--- config.mk ---
export PLATFORM = sky130hd
export DESIGN_NAME = spi_cmd_handler
export DESIGN_NICKNAME = d
export VERILOG_FILES = /design/src/rtl/spi_cmd_pkg.sv /design/src/rtl/spi_cmd_handler_timeout.sv /design/src/rtl/spi_cmd_handler.sv
export SDC_FILE = /design/constraint.sdc
export NUM_CORES = 1
export LEC_CHECK = 0
export CAP_MARGIN = 20
export CORE_MARGIN = 3
export CORE_UTILIZATION = 40
export CTS_BUF_LIST = sky130_fd_sc_hd__clkbuf_8
export CTS_CLUSTER_DIAMETER = 100
export DETAILED_ROUTE_END_ITERATION = 8
export PLACE_DENSITY = 0.58
export SYNTH_ARGS = -nofsm -noshare
export SYNTH_HDL_FRONTEND = slang
export SYNTH_SLANG_ARGS = --single-unit
--- constraint.sdc ---
create_clock -name i_Clk -period 2.8 [get_ports i_Clk]
set_clock_uncertainty 0.15 [all_clocks]
set_input_delay 0.56 -clock i_Clk [delete_from_list [all_inputs] [get_ports i_Clk]]
set_output_delay 0.56 -clock i_Clk [all_outputs]
set_load 0.01 [all_outputs]
--- src/rtl/spi_cmd_pkg.sv ---
// spi_cmd_pkg
// Shared opcodes, reply bytes, decoder state type and a saturating
// increment helper for the SPI command handler.
package spi_cmd_pkg;

    localparam logic [7:0] OP_DATA0      = 8'h00;
    localparam logic [7:0] OP_DATA1      = 8'h01;
    localparam logic [7:0] OP_GET_STATE  = 8'hFF;
    localparam logic [7:0] OP_GET_STATUS = 8'hE0;
    localparam logic [7:0] OP_CLEAR_ERR  = 8'hE1;
    localparam logic [7:0] OP_BURST      = 8'hC0;

    localparam logic [7:0] ACK_BYTE = 8'h5A;
    localparam logic [7:0] NAK_BYTE = 8'hEE;

    typedef enum logic [1:0] {
        IDLE       = 2'd0,
        BURST_LEN  = 2'd1,
        BURST_DATA = 2'd2
    } state_t;

    function automatic logic [7:0] sat_inc(input logic [7:0] value);
        return (value == 8'hFF) ? value : value + 8'd1;
    endfunction

endpackage

--- src/rtl/spi_cmd_handler_timeout.sv ---
// spi_cmd_timeout
// Inter-byte watchdog for bursts. A down-counter reloads to
// TIMEOUT_CYCLES-1 on clear and decrements while enabled; expire pulses
// in the enabled, uncleared cycle in which the count has reached zero.
// Ports:
//   clk     system clock
//   rst     synchronous active-high reset
//   clear   reload the counter (byte received or not in a burst)
//   enable  count this cycle
//   expire  single-cycle timeout indication
module spi_cmd_timeout
    import spi_cmd_pkg::*;
#(
    parameter int TIMEOUT_CYCLES = 50000
) (
    input  logic clk,
    input  logic rst,
    input  logic clear,
    input  logic enable,
    output logic expire
);

    localparam int W = $clog2(TIMEOUT_CYCLES);
    localparam logic [W-1:0] RELOAD = W'(TIMEOUT_CYCLES - 1);

    logic [W-1:0] count;

    always_ff @(posedge clk) begin
        if (rst) begin
            count <= RELOAD;
        end else if (clear) begin
            count <= RELOAD;
        end else if (enable && (count != '0)) begin
            count <= count - 1'b1;
        end
    end

    // A byte arriving in the expiry cycle wins: clear masks the pulse.
    assign expire = enable && !clear && (count == '0);

endmodule

--- src/rtl/spi_cmd_handler.sv ---
// spi_cmd_handler
// Decodes bytes received from the SPI slave, forwards data bits to the
// lab FSM as one-cycle enables and loads a reply byte into the slave TX
// buffer for every received byte. All outputs are registered with a
// fixed latency of one cycle from i_RX_DV.
// Ports:
//   i_Clk      system clock (CLOCK_50)
//   i_Rst      synchronous active-high reset
//   i_RX_DV    received byte valid pulse
//   i_RX_Byte  received byte
//   i_State    FSM state, sampled on GET_STATE
//   o_Data_en  data enable pulse to the FSM
//   o_Data     data bit to the FSM, held between pulses
//   o_TX_DV    reply load pulse to the SPI slave
//   o_TX_Byte  reply byte, held between pulses
//
// state      | meaning
// -----------+-----------------------------------------------
// IDLE       | decode each byte as an opcode
// BURST_LEN  | next byte is the burst length
// BURST_DATA | every byte is data until remaining reaches 0
module spi_cmd_handler
    import spi_cmd_pkg::*;
#(
    parameter int TIMEOUT_CYCLES = 50000
) (
    input  logic       i_Clk,
    input  logic       i_Rst,
    input  logic       i_RX_DV,
    input  logic [7:0] i_RX_Byte,
    input  logic [7:0] i_State,
    output logic       o_Data_en,
    output logic       o_Data,
    output logic       o_TX_DV,
    output logic [7:0] o_TX_Byte
);

    state_t     state, state_next;
    logic [7:0] remaining, remaining_next;
    logic [7:0] err_cnt, err_cnt_next;
    logic       data_en_next, data_next, tx_dv_next;
    logic [7:0] tx_byte_next;
    logic       expire;

    // Outside a burst the timer is held at its reload value, so entering
    // BURST_LEN always starts from a fresh count.
    spi_cmd_timeout #(
        .TIMEOUT_CYCLES(TIMEOUT_CYCLES)
    ) u_timeout (
        .clk    (i_Clk),
        .rst    (i_Rst),
        .clear  (i_RX_DV || (state == IDLE)),
        .enable (state != IDLE),
        .expire (expire)
    );

    always_ff @(posedge i_Clk) begin
        if (i_Rst) begin
            state     <= IDLE;
            remaining <= 8'h00;
            err_cnt   <= 8'h00;
            o_Data_en <= 1'b0;
            o_Data    <= 1'b0;
            o_TX_DV   <= 1'b0;
            o_TX_Byte <= 8'h00;
        end else begin
            state     <= state_next;
            remaining <= remaining_next;
            err_cnt   <= err_cnt_next;
            o_Data_en <= data_en_next;
            o_Data    <= data_next;
            o_TX_DV   <= tx_dv_next;
            o_TX_Byte <= tx_byte_next;
        end
    end

    always_comb begin
        state_next     = state;
        remaining_next = remaining;
        err_cnt_next   = err_cnt;
        data_en_next   = 1'b0;
        data_next      = o_Data;
        tx_dv_next     = 1'b0;
        tx_byte_next   = o_TX_Byte;

        if (i_RX_DV) begin
            tx_dv_next = 1'b1;
            case (state)
                IDLE: begin
                    case (i_RX_Byte)
                        OP_DATA0, OP_DATA1: begin
                            data_en_next = 1'b1;
                            data_next    = i_RX_Byte[0];
                            tx_byte_next = ACK_BYTE;
                        end
                        OP_GET_STATE:  tx_byte_next = i_State;
                        OP_GET_STATUS: tx_byte_next = err_cnt;
                        OP_CLEAR_ERR: begin
                            err_cnt_next = 8'h00;
                            tx_byte_next = ACK_BYTE;
                        end
                        OP_BURST: begin
                            tx_byte_next = ACK_BYTE;
                            state_next   = BURST_LEN;
                        end
                        default: begin
                            err_cnt_next = sat_inc(err_cnt);
                            tx_byte_next = NAK_BYTE;
                        end
                    endcase
                end
                BURST_LEN: begin
                    if (i_RX_Byte == 8'h00) begin
                        tx_byte_next = ACK_BYTE;
                        state_next   = IDLE;
                    end else begin
                        remaining_next = i_RX_Byte;
                        tx_byte_next   = i_RX_Byte;
                        state_next     = BURST_DATA;
                    end
                end
                BURST_DATA: begin
                    data_en_next   = 1'b1;
                    data_next      = i_RX_Byte[0];
                    remaining_next = remaining - 8'd1;
                    tx_byte_next   = remaining - 8'd1;
                    if (remaining == 8'd1) begin
                        state_next = IDLE;
                    end
                end
                default: state_next = IDLE;
            endcase
        end else if (expire) begin
            state_next     = IDLE;
            remaining_next = 8'h00;
            err_cnt_next   = sat_inc(err_cnt);
        end
    end

endmodule

==> results.toml <==
[detailed_routing]
ant_nets = 0
drt_iter0_markers = 154
drc = 0
first_pass_iters = 4
totalWireLength_um = 7230
via_count = 2648
viasPerCell = 5.83
wl_per_cell_um = 15.9

[status]
status = "finished clean"

[power]
combPwrFrac_pct = 10.1
design_power_total_mw = 1.29
p_switching_uw = 305
vdd_drop_max_uv = 215
pwr-share-clk_pct = 38.7
switching_share_pct = 23.6
cellLeakagePower_nw = 1.22
internal_power_uw = 984
p_seq_share_pct = 51.2
cellPowerDensity_nw_per_um2 = 387

[cells_and_area]
final_nets = 404
diodes = 0
area_delta_synth_final_pct = 23.0
stdcell_count = 454
drive_gt1_share_pct = 10.9
design_area_um2 = 3330

[yosys]
synthArstFlopShare_pct = 0
seq_area_frac_synth_pct = 33.2
ys.warnings.count = 0
synth_edf_count = 0
synth_area_um2 = 2710
synthTopCellsByArea = "dfxtp_1, xor2_1, nand2_1"
synth_top_area_share_pct = 33.2
synth_common_cells = "dfxtp_1, nand2_1, nor2_1, o21ai_0, inv_1"
synth-main-ff-cell = "dfxtp_1"
synth_cells = 331
yosys.cell_types.count = 59
postSynthAreaPerCell_um2 = 8.19
ys_ff_latch = 45
syn_nets = 359
yosysTopAreaCell = "dfxtp_1"
yosysMostFrequentCell = "dfxtp_1"

[setup_path]
crit_chain = "clkdlybuf4s50_1 > or4_1 > buf_4 > o311ai_0 > o311a_1 > o21ai_0 > o21ai_0"
cp_slowest_cell = "or4_1"
cp-start-kind = "input pin"
rrSetupSlack_ns = 0.39
crit_path_max_incr_delay_ns = 0.53
crit_arrival_ns = 2.68
cp.required_ns = 2.88
critPathKind = "input pin to flop"
worst_setup_path_end_kind = "flop"
worstReg2RegStart = "u_timeout.count[2]"
reg2reg_depth = 6
rr_endpoint = "err_cnt[5]"
crit_fanout = 11
crit_top_cell = "o21ai_0"

[die]
die_w_um = 88.3
core_um2 = 6460
rows = 29
die_area_um2 = 7800
die_height_um = 88.3
floorplan.initialDensity_pct = 42.0
io_pins = 30

[placement]
place_congestion = 0.888
placedCellCount = 446
dp_hpwl_um = 5450
pre_cts_slack_ns = -0.0870
portBuffers = 29
postPlaceCellArea_um2 = 3220

[clocking]
cts_buffers = 5
clkLatencyLatePin_ns = 0.30
clk_pin_slew_ns = 0.09
cts_resized = 0
cts_tree = "built"
cts.sinks = 45
clock_path_buffers = 2
cts.root.buffer_cell = "clkbuf_8"
holdBufCountCts = 0
htreeDepth = 2
post-cts-setup-buffers = 0

[global_route]
grt_overflow = 0
grt_max_degree = 16
grt_use_total_pct = 19.1
grt_antenna_before_repair = 0
grt_pass1_vias = 2393
grt_pass1_wl_um = 11700

[timing]
fin_ws_ns = 0.205
grt_setup_unrepaired = "no"
drv_slew = 0
finalSetupViolations = 0
worst_slew_pin_slew_ns = 0.714
max_freq_ghz = 0.385
final.min_clock_period_ns = 2.59
tns_ns = 0
finalHoldViolCount = 0
relSlewSlack_pct = 52.0
timing.final.crit_share_pct = 92.7

[hold_path]
holdPathEnd = "o_TX_Byte[0]"
holdCritStartpoint = "o_TX_Byte[0]"
whs_path_depth = 2
hold_path_class = "flop to flop"

[run]
cap_violations = 0
-- cells in the final DEF, fill, tap and decap left out, drive strengths merged, types with 4 or more instances in the layout --
master,Yosys,routed
nand4,6,6
nand4b,4,4
clkbuf,15,5
inv,20,21
buf,4,28
o21ai,21,21
or3,4,4
a21oi,10,10
a221oi,14,14
and3,4,4
nor4,4,4
mux2i,4,4
nand3,11,11
nor2b,6,6
nor3,10,10
nor2,29,29
nand2,34,34
ha,9,9
or4,5,5
xor2,17,17
dfxtp,45,45
clkdlybuf4s50,0,29
-- layout make-up --
cell class	count	area, um^2
clock buffer	5	68.8
clock inverter	3	42.5
fill	633	3120
inverter	20	75.1
multi-input combinational	247	1650
sequential	45	901
tap	77	96.3
timing repair buffer	57	500
-- kinds of logic after synthesis --
group                    count (synthesis)  share of synthesized area, %
AO/OA/AOI/OAI                           87                          24.1
XOR/XNOR                                19                          6.14
adder cells (fa/ha/maj)                  9                          4.16
buffers and inverters                   39                          5.86
flip-flops                              45                          33.2
multiplexers                             4                          1.48
AND/OR/NAND/NOR                        128                          25.0
-- worst max-delay path by stage --
| stage | depth (start not counted) | from | endpoint | slack (ns) |
|---|---|---|---|---|
| final | 7 | i_RX_Byte[1] | remaining[5] | 0.21 |
| after detailed placement | 7 | i_RX_Byte[1] | remaining[5] | -0.09 |
| after global routing | 7 | i_RX_Byte[2] | remaining[5] | 0.08 |
| after floorplan | 5 | i_RX_Byte[0] | remaining[3] | 0.33 |
| after global placement | 7 | i_RX_Byte[1] | remaining[5] | -0.06 |
| after CTS | 7 | i_RX_Byte[1] | remaining[5] | 0.22 |
-- routing by layer --
metal | up-vias | part of all wire [%] | track usage (%)
met4 | 0 | 2.2 | 6.46
met1 | 1241 | 49 | 27.2
met5 | - | 0 | 0
li1 | 1314 | - | -
met2 | 79 | 43 | 28.9
met3 | 14 | 5.9 | 3.91
-- worst max-delay path: cells and delay by family --
family / cells / cell delay [ns]
AOI/OAI and AO/OA: 4 / 0.97
and+or+nand+nor: 1 / 0.53
buffers and inverters: 2 / 0.60
-- per-stage QoR --
stage | utilization, % | hold slack (ns)
floorplan | - | 0.301
global placement | 49.9 | 0.303
detailed placement | 49.9 | 0.306
CTS | 51.6 | 0.319
global route | 51.6 | 0.334
finish | 51.6 | 0.317
-- power by group through the flow --
| stage | sequential, mW | clock (mW) | combinational, mW |
|---|---|---|---|
| after global routing | 0.660 | 0.537 | 0.141 |
| after floorplan | 0.675 | 0 | 0.0527 |
| final | 0.659 | 0.499 | 0.131 |
| after global placement | 0.674 | 0 | 0.130 |
| after CTS | 0.659 | 0.515 | 0.131 |
| after detailed placement | 0.674 | 0 | 0.130 |
-- registers in the layout, summed over array words and instances, names as in the netlist --
signal           count
o_TX_DV              1
o_Data_en            1
state                2
o_Data               1
o_TX_Byte            8
u_timeout.count     16
remaining            8
err_cnt              8
Note: power is estimated with default switching activity, not from simulation.
